==> config.mk <==
export PLATFORM = sky130hd
export DESIGN_NAME = iomem_arbiter
export DESIGN_NICKNAME = d
export VERILOG_FILES = /design/src/rtl/picosoc_iomem_pkg.sv /design/src/rtl/iomem_watchdog.sv /design/src/rtl/iomem_arbiter.sv
export SDC_FILE = /design/constraint.sdc
export NUM_CORES = 1
export LEC_CHECK = 0
export CAP_MARGIN = 20
export CORE_AREA = 2 2 120 122
export CTS_BUF_LIST = sky130_fd_sc_hd__clkbuf_16
export DETAILED_ROUTE_END_ITERATION = 16
export DIE_AREA = 0 0 122 124
export MAX_ROUTING_LAYER = met4
export PLACE_DENSITY = 0.66
export SYNTH_ARGS = -nofsm -noshare
export SYNTH_HDL_FRONTEND = slang
export SYNTH_HIERARCHICAL = 1
export SYNTH_SLANG_ARGS = --single-unit
==> constraint.sdc <==
create_clock -name clk -period 3.05 [get_ports clk]
set_clock_uncertainty 0.15 [all_clocks]
set_input_delay 0.305 -clock clk [delete_from_list [all_inputs] [get_ports clk]]
set_output_delay 0.305 -clock clk [all_outputs]
set_load 0.1 [all_outputs]
==> src/rtl/picosoc_iomem_pkg.sv <==
// picosoc_iomem_pkg: shared state encoding, bus widths and defaults for the iomem arbiter slice.
package picosoc_iomem_pkg;

    localparam int ADDR_W = 32;
    localparam int DATA_W = 32;
    localparam int STRB_W = 4;
    localparam int CNT_W  = 8;

    localparam logic [DATA_W-1:0] ERR_DATA_DEFAULT = 32'hDEAD_BEEF;

    typedef enum logic [1:0] {
        IDLE = 2'd0,
        BUSY = 2'd1,
        DONE = 2'd2
    } arb_state_t;

endpackage

==> src/rtl/iomem_watchdog.sv <==
// iomem_watchdog: counts slave wait cycles of one transfer and flags the cycle it runs out.
module iomem_watchdog
    import picosoc_iomem_pkg::*;
#(
    parameter int TIMEOUT_CYCLES = 64
) (
    input  logic clk,
    input  logic resetn,
    input  logic start,
    input  logic tick,
    input  logic ack,
    output logic expire
);

    localparam logic [CNT_W-1:0] LIMIT = CNT_W'(TIMEOUT_CYCLES - 1);

    logic [CNT_W-1:0] cnt;

    always_ff @(posedge clk) begin
        if (!resetn || start)
            cnt <= '0;
        else if (tick && !ack)
            cnt <= cnt + CNT_W'(1);
    end

    // a slave ack in the last allowed cycle wins over the timeout
    assign expire = tick && !ack && (cnt == LIMIT);

endmodule

==> src/rtl/iomem_arbiter.sv <==
// iomem_arbiter: round-robin two-master arbiter onto one iomem slave with a transfer watchdog.
module iomem_arbiter
    import picosoc_iomem_pkg::*;
#(
    parameter int                TIMEOUT_CYCLES = 64,
    parameter logic [DATA_W-1:0] ERR_DATA       = ERR_DATA_DEFAULT
) (
    input  logic              clk,
    input  logic              resetn,
    input  logic              m0_valid,
    input  logic [STRB_W-1:0] m0_wstrb,
    input  logic [ADDR_W-1:0] m0_addr,
    input  logic [DATA_W-1:0] m0_wdata,
    output logic              m0_ready,
    output logic [DATA_W-1:0] m0_rdata,
    input  logic              m1_valid,
    input  logic [STRB_W-1:0] m1_wstrb,
    input  logic [ADDR_W-1:0] m1_addr,
    input  logic [DATA_W-1:0] m1_wdata,
    output logic              m1_ready,
    output logic [DATA_W-1:0] m1_rdata,
    output logic              s_valid,
    output logic [STRB_W-1:0] s_wstrb,
    output logic [ADDR_W-1:0] s_addr,
    output logic [DATA_W-1:0] s_wdata,
    input  logic              s_ready,
    input  logic [DATA_W-1:0] s_rdata,
    output logic              timeout_err,
    input  logic              err_clr
);

    arb_state_t state;
    logic grant;
    logic last;
    logic any_valid;
    logic win;
    logic g_valid;
    logic busy;
    logic expire;
    logic done;
    logic [DATA_W-1:0] rsel;

    assign any_valid = m0_valid | m1_valid;
    assign win       = (m0_valid && m1_valid) ? ~last : m1_valid;
    assign g_valid   = grant ? m1_valid : m0_valid;
    // outputs are masked while resetn is low so a reset aborts without a pulse
    assign busy      = resetn && (state == BUSY);
    assign done      = busy && g_valid && (s_ready || expire);
    assign rsel      = expire ? ERR_DATA : s_rdata;

    assign s_valid  = busy;
    assign s_wstrb  = grant ? m1_wstrb : m0_wstrb;
    assign s_addr   = grant ? m1_addr  : m0_addr;
    assign s_wdata  = grant ? m1_wdata : m0_wdata;
    assign m0_ready = done && !grant;
    assign m1_ready = done && grant;
    assign m0_rdata = m0_ready ? rsel : '0;
    assign m1_rdata = m1_ready ? rsel : '0;

    iomem_watchdog #(.TIMEOUT_CYCLES(TIMEOUT_CYCLES)) u_watchdog (
        .clk    (clk),
        .resetn (resetn),
        .start  ((state == IDLE) && any_valid),
        .tick   ((state == BUSY) && g_valid),
        .ack    (s_ready),
        .expire (expire)
    );

    always_ff @(posedge clk) begin
        if (!resetn) begin
            state       <= IDLE;
            grant       <= 1'b0;
            last        <= 1'b1;
            timeout_err <= 1'b0;
        end else begin
            case (state)
                IDLE: if (any_valid) begin
                    state <= BUSY;
                    grant <= win;
                    last  <= win;
                end
                BUSY: if (!g_valid || s_ready || expire) state <= DONE;
                default: state <= IDLE;
            endcase
            timeout_err <= expire ? 1'b1 : err_clr ? 1'b0 : timeout_err;
        end
    end

endmodule

==> impl_metrics.py, run 1 <==
metrics = {
    "logic_synthesis": {
        "ys_types": 37,
        "yosysWarningCount": 6,
        "syn_area_per_cell_um2": 7.89,
        "synth-seq-cells": 13,
        "synth_edf_count": 0,
        "synth_top_area_frac": 0.393,
        "postSynth.asyncResetShare": 0,
        "synth.net_count": 422,
        "yosys.area.top_type": "mux2_2",
        "syn-cell-area_mm2": 0.00195,
        "ys_seq_area_frac": 0.134,
        "netlist_instances": 247,
        "synthFlopType": "dfxtp_1",
        "synth_area_leaders": "mux2_2, nor2_1, dfxtp_1",
    },
    "place": {
        "dpl-instance-area_mm2": 0.00591,
        "io_buffers": 309,
        "gp_congestion": 0.801,
        "place_hpwl_mm": 11.3,
        "dp.cells": 730,
    },
    "drt": {
        "ant_nets": 0,
        "drt_iter0_markers": 96,
        "drt_pass1_iterations": 4,
        "vias": 3075,
        "post_drt_via_cell_ratio": 4.14,
        "drc": 0,
        "wire_per_inst_um": 17.9,
        "wl_mm": 13.3,
    },
    "die": {
        "fp.dieW_um": 122,
        "core_area_mm2": 0.0137,
        "rows": 43,
        "initial_core_util": 0.142,
        "die-area_mm2": 0.0151,
        "ios": 310,
        "die-height_um": 124,
    },
    "setup_path": {
        "startpoint": "state[0]$_SDFFE_PN0P_",
        "worstReg2RegStart": "grant$_SDFFE_PN0P_",
        "critPathSlowestCell": "dfxtp_1",
        "critPathCapture": "m1_rdata[23]",
        "critical_path.max_fanout": 6,
        "r2r_slack_ps": 1080,
        "r2r_end": "state[0]$_SDFFE_PN0P_",
        "cp-start-kind": "flip-flop",
        "slowest_delay_ps": 410,
        "cp_data_arrival_time_ps": 2400,
        "cp-end-kind": "output port",
        "path_cells": "nand2b_1, nor2_2, nand4b_1, nor4_4, or2_4, nand4_4, clkbuf_16, nor2_4, buf_12",
        "critPathKind": "reg2out",
        "cp_data_required_time_ps": 2590,
        "ff2ff_path_depth": 8,
    },
    "clock_tree": {
        "root_buffer": "clkbuf_16",
        "cts.clk_slew.worst_paths_ps": 50,
        "clk_latency_ps": 250,
        "tritoncts": "done",
        "cts.sinks": 13,
        "cts_buffers": 3,
        "cts_max_path_buffers": 2,
        "htree_levels": 1,
    },
    "sta": {
        "fmax_ghz": 0.351,
        "hold_viol": 0,
        "period_minus_slack_ps": 2850,
        "relSlewSlack": 0.377,
        "setup_violations": 0,
        "finalCritPeriodShare": 0.935,
        "rsz0062_at_grt": "no",
        "worst_pin_slew_ps": 934,
        "final_max_slew_viol_count": 0,
    },
    "run": {
        "max_cap_viol_count": 0,
    },
    "global_routing": {
        "grtUsageTotal": 0.161,
        "antenna_found_initial": 0,
        "grt_pass1_wl_mm": 17.9,
        "overflow": 0,
        "grt_max_degree": 74,
        "grt_pass1_vias": 3078,
    },
    "power_and_ir_drop": {
        "ir_drop_v": 0.000206,
        "p_leak_nw": 2.48,
        "pwr_density_cell_mw_per_mm2": 285,
    },
    "final_layout": {
        "areaGrowthSynthToFinish_pct": 216,
        "antennaDiodeCount": 0,
        "fin_area_mm2": 0.00616,
        "num-nets-final": 738,
        "drive_above_1_share": 0.470,
        "fin_cells": 742,
    },
    "status": {
        "status": "completed",
    },
    "min_path": {
        "whs_path_depth": 2,
        "min_path_type": "reg2reg",
    },
}
==> Yosys cell counts, types with 2 or more instances <==
master    count
buf_6         5
nand2b_1      4
dfxtp_1      13
or4_1         2
a21oi_1       5
mux2i_1       2
nand3_1       2
o21a_1        3
mux2_2       68
o31ai_1       2
and2_1       16
nand2_1       5
or3_1         2
clkbuf_1      3
nor2_1       78
nor2b_1       2
xor2_1        2
buf_2         9
o21ai_0       3
inv_1         4
==> registers in the layout (all words and copies together) (netlist names) <==
name            count
last                1
u_watchdog/cnt      8
state               2
grant               1
timeout_err         1
==> cell type report <==
class                   instances  area (um2)
clock buffers                   3        75.1
fillers                      1307        7560
well taps                     180         225
multi-input cells             212        1760
clock inverters                 1        3.75
repair buffers                328        3810
inverters                       5        23.8
flip-flops and latches         13         264
==> cell families (layout without fill, tap and decap cells) <==
logic type               Yosys count  after routing  share of synthesized area
AO/OA/AOI/OAI                     15             15                     0.0482
XOR/XNOR                           2              2                    0.00899
adder cells (fa/ha/maj)            1              1                    0.00642
buffers and inverters             22            337                     0.0700
flip-flops                        13             13                      0.134
multiplexers                      70             70                      0.403
AND/OR/NAND/NOR                  124            124                      0.329
==> per-layer routing <==
layer,up-vias,GRT usage,share of wire
met5,-,-,0
met1,1413,0.187,0.37
met2,173,0.275,0.51
li1,1476,-,-
met4,0,0.0359,0.018
met3,13,0.0467,0.096
==> per-stage QoR <==
stage          TNS [ps]  power, mW  utilization  setup WS, ps  hold WS [ps]
2_1_floorplan    -10760       1.08            -          -470           244
3_3_place_gp          0       1.50        0.431          27.2           328
3_5_place_dp      -3390       1.51        0.431          -147           338
4_1_cts               0       1.76        0.441          3.09           357
5_1_grt               0       1.81        0.449          14.1           371
6_report              0       1.76        0.449           197           359
==> worst min-delay path by stage <==
stage                                   startpoint                             end  slack [ps]
finish              u_watchdog/cnt[5]$_SDFFE_PP0P_  u_watchdog/cnt[5]$_SDFFE_PP0P_         360
global placement                 last$_SDFFE_PN1P_               last$_SDFFE_PN1P_         330
detailed placement  u_watchdog/cnt[7]$_SDFFE_PP0P_  u_watchdog/cnt[7]$_SDFFE_PP0P_         340
floorplan                                   resetn               last$_SDFFE_PN1P_         240
CTS                 u_watchdog/cnt[5]$_SDFFE_PP0P_  u_watchdog/cnt[5]$_SDFFE_PP0P_         360
global route        u_watchdog/cnt[5]$_SDFFE_PP0P_  u_watchdog/cnt[5]$_SDFFE_PP0P_         370
==> what timing repair did <==
action,in CTS,in global routing
setup endpoints to repair,57,49
resized for setup,6,9
hold buffers,0,0
buffers inserted,2,3
cloned,1,2
pin swaps,4,19
==> report_power, final <==
part	internal, mW	switching [mW]	total [mW]
Clock	0.173	0.0773	0.251
Combinational	0.438	0.887	1.33
Sequential	0.176	0.00546	0.181
==> placed cells by master, fill, tap and decap left out, drive strengths merged, types with 3 or more instances in the layout <==
cell type and count:
or3 3, o21ai 3, clkbuf 5, inv 5, buf 153, nand2 5, o21a 3, nor2 78
and2 16, clkdlybuf4s50 171, mux2 68, a21oi 5, dfxtp 13, nand2b 4
==> critical path, delay by kind of cell (launching register included) <==
family                 cells  cell delay [ps]
buffers and inverters      2              480
AND/OR/NAND/NOR            7             1250
flip-flops                 1              410
(Power assumes the default switching activity.)
==> inputs of run 2 (changes only) <==
- RECOVER_POWER: unset -> 100
==> impl_metrics.py, run 2 (same netlist as run 1, synthesis figures left out) <==
metrics = {
    "setup_path": {
        "slowest_delay_ps": 360,
        "critical_path.max_fanout": 6,
        "ff2ff_path_depth": 8,
        "critPathKind": "reg2out",
        "cp-start-kind": "flip-flop",
        "cp_data_required_time_ps": 2590,
        "cp-end-kind": "output port",
        "path_cells": "mux2i_1, nor2_2, nand4b_1, nor4_4, nand2b_1, nor4_2, clkbuf_2, and2_0, buf_12",
        "cp_data_arrival_time_ps": 2380,
        "critPathSlowestCell": "mux2i_1",
    },
    "die": {
        "initial_core_util": 0.142,
        "fp.dieW_um": 122,
        "die-area_mm2": 0.0151,
        "ios": 310,
        "die-height_um": 124,
        "rows": 43,
        "core_area_mm2": 0.0137,
    },
    "clock_tree": {
        "cts_buffers": 3,
        "tritoncts": "done",
        "htree_levels": 1,
        "root_buffer": "clkbuf_16",
        "cts_max_path_buffers": 2,
        "cts.sinks": 13,
        "clk_latency_ps": 250,
        "cts.clk_slew.worst_paths_ps": 50,
    },
    "final_layout": {
        "num-nets-final": 738,
        "regMostFlops": "u_watchdog/cnt",
        "fin_cells": 742,
        "largest_register_ffs": 8,
        "drive_above_1_share": 0.461,
        "antennaDiodeCount": 0,
        "mostFrequentLayoutCell": "clkdlybuf4s50_1",
        "fin_area_mm2": 0.00547,
        "areaGrowthSynthToFinish_pct": 181,
        "reg.largest.list": "u_watchdog/cnt: 8 flops, state: 2 flops",
        "final_cell_mix": "clkdlybuf4s50_1, clkbuf_2, mux2_2, nor2_1, clkbuf_4",
    },
    "power_and_ir_drop": {
        "ir_drop_v": 0.000196,
        "power_mw": 1.68,
        "pwr_density_cell_mw_per_mm2": 308,
        "p_leak_nw": 2.27,
    },
    "sta": {
        "finalCritPeriodShare": 0.930,
        "final_max_slew_viol_count": 0,
        "fmax_ghz": 0.353,
        "period_minus_slack_ps": 2840,
        "hold_viol": 0,
        "fin_ws_ps": 213,
        "worst_pin_slew_ps": 1240,
        "relSlewSlack": 0.174,
        "setup_violations": 0,
        "rsz0062_at_grt": "no",
    },
    "global_routing": {
        "grt_pass1_vias": 3078,
        "overflow": 0,
        "grt_max_degree": 74,
        "grtUsageTotal": 0.161,
        "antenna_found_initial": 0,
        "grt_pass1_wl_mm": 17.9,
    },
    "drt": {
        "wl_mm": 13.3,
        "drc": 0,
        "wire_per_inst_um": 18.0,
        "vias": 3063,
        "post_drt_via_cell_ratio": 4.13,
        "ant_nets": 0,
        "drt_iter0_markers": 90,
        "drt_pass1_iterations": 4,
    },
    "place": {
        "pre_cts_ws_ps": -147,
        "dpl-instance-area_mm2": 0.00591,
        "io_buffers": 309,
        "gp_congestion": 0.801,
        "dp.cells": 730,
        "place_hpwl_mm": 11.3,
    },
    "min_path": {
        "min_path_type": "reg2reg",
        "whs_path_depth": 2,
    },
    "run": {
        "max_cap_viol_count": 0,
    },
    "status": {
        "status": "completed",
    },
}
[run 2: changes by cell type in the layout (fill, tap and decap cells not counted), moves of 2 or more]
cell and change:
buf_4 -72, clkbuf_2 +69, buf_12 -42, clkbuf_4 +29
buf_6 +14, and2_0 +11, and2_1 -11, buf_8 +4
clkbuf_16 -2
[run 2: area by class of cell]
| cell class | instances | area [um2] |
|---|---|---|
| Clock buffer | 3 | 75.1 |
| Timing Repair Buffer | 328 | 3140 |
| Multi-Input combinational cell | 212 | 1740 |
| Fill cell | 1425 | 8250 |
| Sequential cell | 13 | 260 |
| Clock inverter | 1 | 3.75 |
| Tap cell | 180 | 225 |
| Inverter | 5 | 23.8 |
[run 2: routing by layer]
layer / vias to the layer above / share of wire / global-route usage / wire length (um)
met4: 0 / 0.018 / 0.0359 / 237
met2: 171 / 0.51 / 0.275 / 6760
met5: - / 0 / - / 0
met3: 13 / 0.095 / 0.0467 / 1270
met1: 1407 / 0.38 / 0.187 / 5070
li1: 1472 / - / - / -
[run 2: timing repair]
item | CTS | global route
cloned | 1 | 2
endpoints found under the hold margin | 0 | 0
setup buffers | 2 | 3
pin swaps | 4 | 19
hold buffers | 0 | 0
resized for setup | 6 | 9
setup endpoints to repair | 57 | 49
[run 2: where the power goes]
part | internal, mW | switching (mW)
clock network | 0.173 | 0.0773
registers | 0.176 | 0.00525
logic | 0.371 | 0.881
total | 0.720 | 0.963
[run 2: path summary, 6_finish.rpt]
check | start | endpoint | slack, ps
worst max-delay path | grant$_SDFFE_PN0P_ | m0_rdata[14] | 210
worst min-delay path | u_watchdog/cnt[5]$_SDFFE_PP0P_ | u_watchdog/cnt[5]$_SDFFE_PP0P_ | 360
worst max register to register | grant$_SDFFE_PN0P_ | state[0]$_SDFFE_PN0P_ | 1010
worst min register to register | u_watchdog/cnt[5]$_SDFFE_PP0P_ | u_watchdog/cnt[5]$_SDFFE_PP0P_ | 360
[run 2: metrics by stage]
step / util / hold slack [ps] / TNS, ps
final: 0.398 / 360 / 0
after global routing: 0.398 / 371 / 0
after CTS: 0.441 / 357 / 0
after detailed placement: 0.431 / 338 / -3390
after global placement: 0.431 / 328 / 0
after floorplan: - / 244 / -10760
[run 2: worst max-delay path, delay by kind of cell (launching register included)]
kind / cells / cell delay, ps
buffers and inverters: 2 / 440
AND/OR/NAND/NOR: 6 / 990
flip-flops: 1 / 340
multiplexers: 1 / 360
